## src/rtl/sys_array_result_drain.sv

```systemverilog
// sys_array_result_drain
// Snapshots all PE accumulator results (plus the array error flag) on a rising
// comp_done, then streams them row-major over a valid/ready interface. The
// array is free to start its next computation as soon as the snapshot is held.
module sys_array_result_drain #(
    parameter int M      = 2,
    parameter int K      = 2,
    parameter int DATA_W = 32
) (
    input  logic                                 clk,
    input  logic                                 nrst,
    input  logic                                 comp_done,
    input  logic                                 arr_error,
    input  logic [M*K*DATA_W-1:0]                res_in,
    output logic [DATA_W-1:0]                    out_dat,
    output logic [((M > 1) ? $clog2(M) : 1)-1:0] out_row,
    output logic [((K > 1) ? $clog2(K) : 1)-1:0] out_col,
    output logic                                 out_last,
    output logic                                 out_err,
    output logic                                 out_valid,
    input  logic                                 out_ready,
    output logic                                 busy,
    output logic                                 overrun
);

    localparam int N  = M * K;
    localparam int IW = (N > 1) ? $clog2(N) : 1;
    localparam int RW = (M > 1) ? $clog2(M) : 1;
    localparam int CW = (K > 1) ? $clog2(K) : 1;

    typedef enum logic {
        IDLE  = 1'b0,
        DRAIN = 1'b1
    } state_t;

    state_t            state_q, state_d;
    logic [IW-1:0]     idx_q, idx_d;
    logic [DATA_W-1:0] buf_q [N];
    logic [DATA_W-1:0] buf_d [N];
    logic              err_q, err_d;
    logic              comp_done_q;
    logic              overrun_q, overrun_d;

    logic done_rise;
    logic draining;
    logic at_last;
    logic xfer;

    assign done_rise = comp_done & ~comp_done_q;
    assign draining  = (state_q == DRAIN);
    assign at_last   = (idx_q == IW'(N - 1));
    assign xfer      = draining & out_ready;

    // Next-state logic: capture on a rise while idle or on the final handshake,
    // otherwise advance the read index and flag any rise that cannot be taken.
    always_comb begin
        state_d   = state_q;
        idx_d     = idx_q;
        err_d     = err_q;
        overrun_d = overrun_q;
        buf_d     = buf_q;

        case (state_q)
            IDLE: begin
                if (done_rise) begin
                    for (int i = 0; i < N; i++) begin
                        buf_d[i] = res_in[i*DATA_W +: DATA_W];
                    end
                    err_d   = arr_error;
                    idx_d   = '0;
                    state_d = DRAIN;
                end
            end
            DRAIN: begin
                if (xfer && at_last) begin
                    idx_d = '0;
                    if (done_rise) begin
                        for (int i = 0; i < N; i++) begin
                            buf_d[i] = res_in[i*DATA_W +: DATA_W];
                        end
                        err_d = arr_error;
                    end else begin
                        state_d = IDLE;
                    end
                end else begin
                    if (xfer) begin
                        idx_d = idx_q + 1'b1;
                    end
                    if (done_rise) begin
                        overrun_d = 1'b1;
                    end
                end
            end
            default: begin
                state_d = IDLE;
                idx_d   = '0;
            end
        endcase
    end

    // State registers; comp_done_q resets high so a level already present at
    // reset release is not mistaken for a new completion.
    always_ff @(posedge clk or negedge nrst) begin
        if (!nrst) begin
            state_q     <= IDLE;
            idx_q       <= '0;
            err_q       <= 1'b0;
            comp_done_q <= 1'b1;
            overrun_q   <= 1'b0;
            for (int i = 0; i < N; i++) begin
                buf_q[i] <= '0;
            end
        end else begin
            state_q     <= state_d;
            idx_q       <= idx_d;
            err_q       <= err_d;
            comp_done_q <= comp_done;
            overrun_q   <= overrun_d;
            buf_q       <= buf_d;
        end
    end

    // Output decode from registered state; everything reads zero outside DRAIN.
    always_comb begin
        out_valid = draining;
        busy      = draining;
        overrun   = overrun_q;
        out_dat   = '0;
        out_row   = '0;
        out_col   = '0;
        out_last  = 1'b0;
        out_err   = 1'b0;
        if (draining) begin
            out_dat  = buf_q[idx_q];
            out_row  = RW'(int'(idx_q) / K);
            out_col  = CW'(int'(idx_q) % K);
            out_last = at_last;
            out_err  = err_q;
        end
    end

endmodule
```

## config.mk

```make
export PLATFORM = sky130hd
export DESIGN_NAME = sys_array_result_drain
export DESIGN_NICKNAME = d
export VERILOG_FILES = /design/src/rtl/sys_array_result_drain.sv
export SDC_FILE = /design/constraint.sdc
export NUM_CORES = 1
export LEC_CHECK = 0
export ABC_AREA = 1
export CAP_MARGIN = 20
export CORE_MARGIN = 4
export CORE_UTILIZATION = 35
export CTS_CLUSTER_SIZE = 20
export DETAILED_ROUTE_END_ITERATION = 8
export PLACE_DENSITY = 0.65
export SLEW_MARGIN = 5
export SYNTH_ARGS = -nofsm -noshare
export SYNTH_HDL_FRONTEND = slang
export SYNTH_SLANG_ARGS = --single-unit
export TNS_END_PERCENT = 20
```

## constraint.sdc

```tcl
create_clock -name clk -period 1.3 [get_ports clk]
set_input_delay 0.26 -clock clk [delete_from_list [all_inputs] [get_ports clk]]
set_output_delay 0.26 -clock clk [all_outputs]
set_load 0.05 [all_outputs]
```

# [Word-level counts from Yosys, hierarchy flattened]
# Cells that the tools add are included.
# Widths: inputs -> output; s select.
[word_totals] regBits=134 input_bits=133 elab_cells=45
[op_classes] add_sub_neg=1 magnitude_cmp=1 n_eq_ne=4 mux=21 bitwise=6 n_reduce_logical=3
[ops] op="$mux 128" n=2
[ops] op="$pmux 128 s2" n=1
[ops] op="$mux 32" n=3
[ops] op="$bmux 32 s2" n=1
[ops] op="$mux 1" n=8
[ops] op="$mux 2" n=3
[ops] op="$pmux 1 s2" n=2
[ops] op="$pmux 2 s2" n=1
[ops] op="$ge 3x3->1 const B" n=1
[ops] op="$ne 3x1->1 const B" n=1
[ops] op="$not 1->1" n=3
[ops] op="$not 2->3" n=1
[ops] op="$reduce_and 3->1" n=1
[ops] op="$add 2x1->2 const B" n=1
[ops] op="$and 1x1->1" n=2
[ops] op="$eq 2x2->1 const B" n=1
[ops] op="$ne 2x1->1 const B" n=1
[ops] op="$ne 2x2->1 const B" n=1
[ops] op="$reduce_and 2->1" n=1
[ops] op="$logic_and 1x1->1" n=1

# [Logic depth before layout (Yosys ltp)]
[depth] word_depth=5 depth_mapped=9 ltp_nobuf=7

# [Worst setup path after synthesis]
# No wires, ideal clock.
[synth_timing] kind="reg-to-output" startpoint="reg state_q, in the netlist busy" endpoint="out out_dat[0]" arrival_ns=1.923 setup_slack_ns=-0.883 path_stages_with_launch=5 path_buffers=2 cell_sequence="dfrtp_1 > buf_4 > inv_1 > buf_1 > a21oi_1"
[synth_via] elab_chain_cells=1
[synth_lines] element="start: declaration" line="36" rtl="state_t state_q, state_d;"
[synth_lines] element="start signal: assignment" line="114" rtl="state_q <= state_d;"
[synth_lines] element="$mux 32" line="133" rtl="if (draining) begin"
[synth_lines] element="end: declaration" line="15" rtl="output logic [DATA_W-1:0] out_dat,"
# No other way between the ends.

# [Worst setup path in the final report]
[layout_timing] startpoint="reg idx_q[0]" endpoint="out out_dat[5]"
[layout_via] elab_chain_cells=5
[layout_lines] element="start: declaration" line="37" rtl="logic [IW-1:0] idx_q, idx_d;"
[layout_lines] element="start signal: assignment" line="115" rtl="idx_q <= idx_d;"
[layout_lines] element="$not 2->3 (implied by the code)" line="134" rtl="out_dat = buf_q[idx_q];"
[layout_lines] element="$bmux 32 s2" line="134"
[layout_lines] element="$mux 32 (implied by the code) (2 in series)" line="134"
[layout_lines] element="$mux 32" line="133"
# No other way between the ends. The select of a mux whose other input is x is not followed.

==> impl_results.rst <==
.. list-table::
   :header-rows: 1

   * - Metric
     - Value
   * - Max frequency
     - 502 MHz
   * - Worst-path clk slew
     - 60 ps
   * - Drt pass-1 iters
     - 4
   * - Clock tree from TritonCTS
     - done
   * - Result of the run
     - finished with violations
   * - Final clock period utilization by the worst path
     - 153%
   * - Average routed wire per standard cell
     - ~14 um
   * - Layout cells sized above 1
     - 18.2%
   * - Final setup violating endpoints
     - 167
   * - Number of vias in the routed layout
     - 6,244
   * - Yosys top cell area share
     - between 40 and 50%
   * - Post-Route WL
     - 19.8 mm
   * - Global router's overall resource usage
     - 19.0%
   * - Most area-hungry cell type in the Yosys netlist
     - sky130_fd_sc_hd__dfrtp_1
   * - Inserted Clock Buffers
     - 17
   * - Clock insertion delay at the later pin of the skew report
     - between 400 and 500 ps
   * - Type of the worst min-delay path
     - in -> async
   * - Vias in the first global route
     - 6,584
   * - Number of failing hold endpoints at the final stage
     - 0
   * - Total standard cell area after synthesis
     - 6710 um2
   * - Floorplan Core Area
     - 18,800 um2
   * - Final weighted congestion in routability-driven placement
     - ~0.83
   * - Critical path required time
     - 1040 ps
   * - Critical path class
     - reg -> out
   * - Startpoint kind of the worst setup timing path
     - flip-flop
   * - Global-route congestion overflow total
     - 0
   * - Synth Area in XOR/XNOR
     - 0%
   * - Worst Setup End Kind
     - primary output
   * - Power density over the cells
     - 2860 nW/um2
   * - Number of distinct standard cells referenced by the synthesized netlist
     - 18
   * - Horizontal extent of the die
     - ~150 um
   * - Leakage
     - 5.39 nW
   * - Register area share after synthesis
     - between 50% and 60%
   * - Synth top area cells
     - sky130_fd_sc_hd__dfrtp_1 50%, sky130_fd_sc_hd__nand2_1 29%, sky130_fd_sc_hd__inv_1 7.7%
   * - Violations in the final reports
     - negative setup slack
   * - Mean Syn Cell Area
     - 7.01 um2
   * - Setup repair after global routing missed its margin
     - yes
   * - Die H
     - 146 um
   * - Main combinational cell family by area after synthesis
     - simple AND/OR/NAND/NOR gates
   * - Largest net degree at the start of global routing
     - 50
   * - Average vias per placed instance
     - 4.51
   * - Placed Cells incl. Taps
     - 1,347
   * - Layout overhead on the synthesized area
     - 54.9%
   * - Cell type of the slowest stage on the worst timing path
     - sky130_fd_sc_hd__dfrtp_2
   * - Post-DP HPWL
     - 13.9 mm
   * - Adder-cell share of the synthesized area
     - 0.187%
   * - Count of state elements after synthesis
     - 134
   * - Number of buffer and inverter stages on the critical path
     - 3
   * - Setup slack after placement
     - -343 ps
   * - Worst-path cell chain
     - buf_12 > buf_8 > nand2_2 > nand3_2 > a21oi_4 > buf_6
   * - Net count reported at finish
     - approximately 1,300
   * - Transition at the pin with the smallest max-transition slack
     - about 260 ps
   * - CP arrival
     - 1730 ps
   * - Effective utilization at floorplan
     - 35.7%
   * - Multiplexer area fraction after synthesis
     - 0%
   * - Post-Syn Nets
     - 1,091
   * - Synthesized netlist cell count
     - ~960
   * - Final standard cell count with taps included and fillers excluded
     - 1,384
   * - Yosys Warn Count
     - 0
   * - First-pass GRT wire length
     - approximately 33 mm
   * - Number of buffers between clock root and the deepest sink
     - 2
   * - Num ports
     - 172
   * - Number of antenna violations at the first check in global routing
     - 0
   * - Buffers added on ports
     - 171
   * - Number of max-cap violations
     - 0
   * - Area fraction in compound gates after synthesis
     - 2.50%
   * - Total of fill cells in the finished design
     - 1,738
   * - Starting DRC count in detailed routing
     - between 200 and 300
   * - Cell at the root of the clock tree
     - sky130_fd_sc_hd__clkbuf_16
   * - Area of the die
     - 21,400 um2
   * - Clock skew
     - approximately 5 ps
   * - Shortest period the worst path allows
     - 1990 ps
   * - Cell row count
     - 50
   * - Antenna violation net count after detailed routing
     - 0
   * - Worst path setup slack after routing
     - -692 ps
   * - Maximum fanout count along the critical path
     - 28
   * - DRC violations left
     - 0
   * - Final slew viol count
     - 0
   * - Overall power consumption
     - ~30 mW
   * - Biggest cell delay along the critical path
     - roughly 480 ps
   * - Peak ir drop on the vdd network
     - 1.87 mV
   * - Slew margin rel.
     - 82.6%
   * - Total negative slack
     - -42,220 ps
   * - Count of H-tree levels built during CTS
     - 4
   * - Number of clock sinks
     - 134
   * - Post-synthesis share of cell area spent on and, or, nand and nor gates
     - between 30% and 40%
   * - Worst path top cell family by delay
     - buffers and inverters
[synthesized netlist by cell type]
cell	number
sky130_fd_sc_hd__inv_2	2
sky130_fd_sc_hd__a21oi_1	32
sky130_fd_sc_hd__buf_1	5
sky130_fd_sc_hd__nand2_4	1
sky130_fd_sc_hd__nand2_1	526
sky130_fd_sc_hd__nand2_2	1
sky130_fd_sc_hd__dfstp_2	1
sky130_fd_sc_hd__inv_1	137
sky130_fd_sc_hd__dfrtp_1	133
sky130_fd_sc_hd__clkbuf_1	4
sky130_fd_sc_hd__ha_1	1
sky130_fd_sc_hd__nand3_1	67
sky130_fd_sc_hd__nand4_1	1
sky130_fd_sc_hd__buf_6	1
sky130_fd_sc_hd__o21bai_1	1
sky130_fd_sc_hd__buf_2	27
sky130_fd_sc_hd__buf_4	16
sky130_fd_sc_hd__buf_8	1
[worst paths after layout]
| path | start | to | slack, ps | cells past startpoint |
|---|---|---|---|---|
| setup / recovery | idx_q[0] | out_dat[5] | -690 | 6 |
| hold / removal | nrst | buf_q[25] | 260 | 2 |
| setup reg to reg | idx_q[0] | buf_q[104] | -200 | 8 |
| hold reg to reg | buf_q[71] | buf_q[71] | 480 | 2 |
| max in group asynchronous | nrst | comp_done_q | 440 | 3 |
| min in group clk | comp_done | comp_done_q | 280 | 1 |
[repair_timing]
item                                    CTS  global route
hold buffers                              1             0
setup buffers                             2             0
gates resized for setup                  75            23
cloned                                    1             0
hold endpoints to repair                115             0
endpoints found under the setup margin  167           167
pin swaps                                 4             3
[cells by family (layout without fill, tap and decap cells)]
| group | Yosys count | count (layout) |
|---|---|---|
| AO/OA/AOI/OAI | 33 | 33 |
| adder cells (fa/ha/maj) | 1 | 1 |
| other | 0 | 1 |
| AND/OR/NAND/NOR | 596 | 596 |
| buffers and inverters | 193 | 385 |
| flip-flops | 134 | 134 |
[power by group]
part	internal (mW)	switching (mW)
clock	3.57	1.86
combinational	6.79	10.4
sequential	6.07	1.03
[cell type report]
type / count / area, um2 / area share, %
sequential: 134 / 3360 / 32.3
clock buffer: 21 / 470 / 4.53
inverter: 139 / 528 / 5.08
clock inverter: 11 / 194 / 1.87
timing repair buffer: 214 / 2440 / 23.5
multi-input combinational: 630 / 3100 / 29.9
antenna: 1 / 2.50 / 0.0241
tap: 234 / 293 / 2.82
[flip-flops by register name, summed over array words and instances (netlist names)]
register,count
comp_done_q,1
buf_q,128
idx_q,2
err_q,1
overrun,1
busy,1
[per-stage QoR]
step                      hold slack [ps]  area [um2]  util (%)
after floorplan                     -35.6        7120         -
final                                 265       10400      55.4
after detailed placement              140        9280      49.4
after global placement                137        9280      49.4
after global routing                  270       10400      55.3
after CTS                             253       10300      54.8
[layout by cell type, fill, tap and decap left out, types with 2 or more instances in the layout]
master                            instances
sky130_fd_sc_hd__clkdlybuf4s50_1        131
sky130_fd_sc_hd__inv_1                  133
sky130_fd_sc_hd__bufinv_16                5
sky130_fd_sc_hd__buf_6                   38
sky130_fd_sc_hd__buf_12                  25
sky130_fd_sc_hd__buf_4                   15
sky130_fd_sc_hd__inv_6                    2
sky130_fd_sc_hd__clkbuf_8                 3
sky130_fd_sc_hd__dfrtp_2                  2
sky130_fd_sc_hd__clkinv_2                 3
sky130_fd_sc_hd__dfrtp_1                131
sky130_fd_sc_hd__a21oi_4                 32
sky130_fd_sc_hd__nand2_1                513
sky130_fd_sc_hd__buf_8                    3
sky130_fd_sc_hd__clkbuf_16               17
sky130_fd_sc_hd__inv_4                    2
sky130_fd_sc_hd__nand3_1                 28
sky130_fd_sc_hd__nand2_2                 14
sky130_fd_sc_hd__inv_2                    3
sky130_fd_sc_hd__nand3_2                 39
[routing by layer]
layer / up-vias / track usage, % / wire length (um)
met5: - / 0 / 0
met4: 0 / 7.34 / 484
met3: 30 / 4.28 / 1000
met2: 160 / 31.0 / 9470
met1: 2882 / 24.8 / 8810
li1: 3172 / - / -
Power figures use the tool's default switching activity.
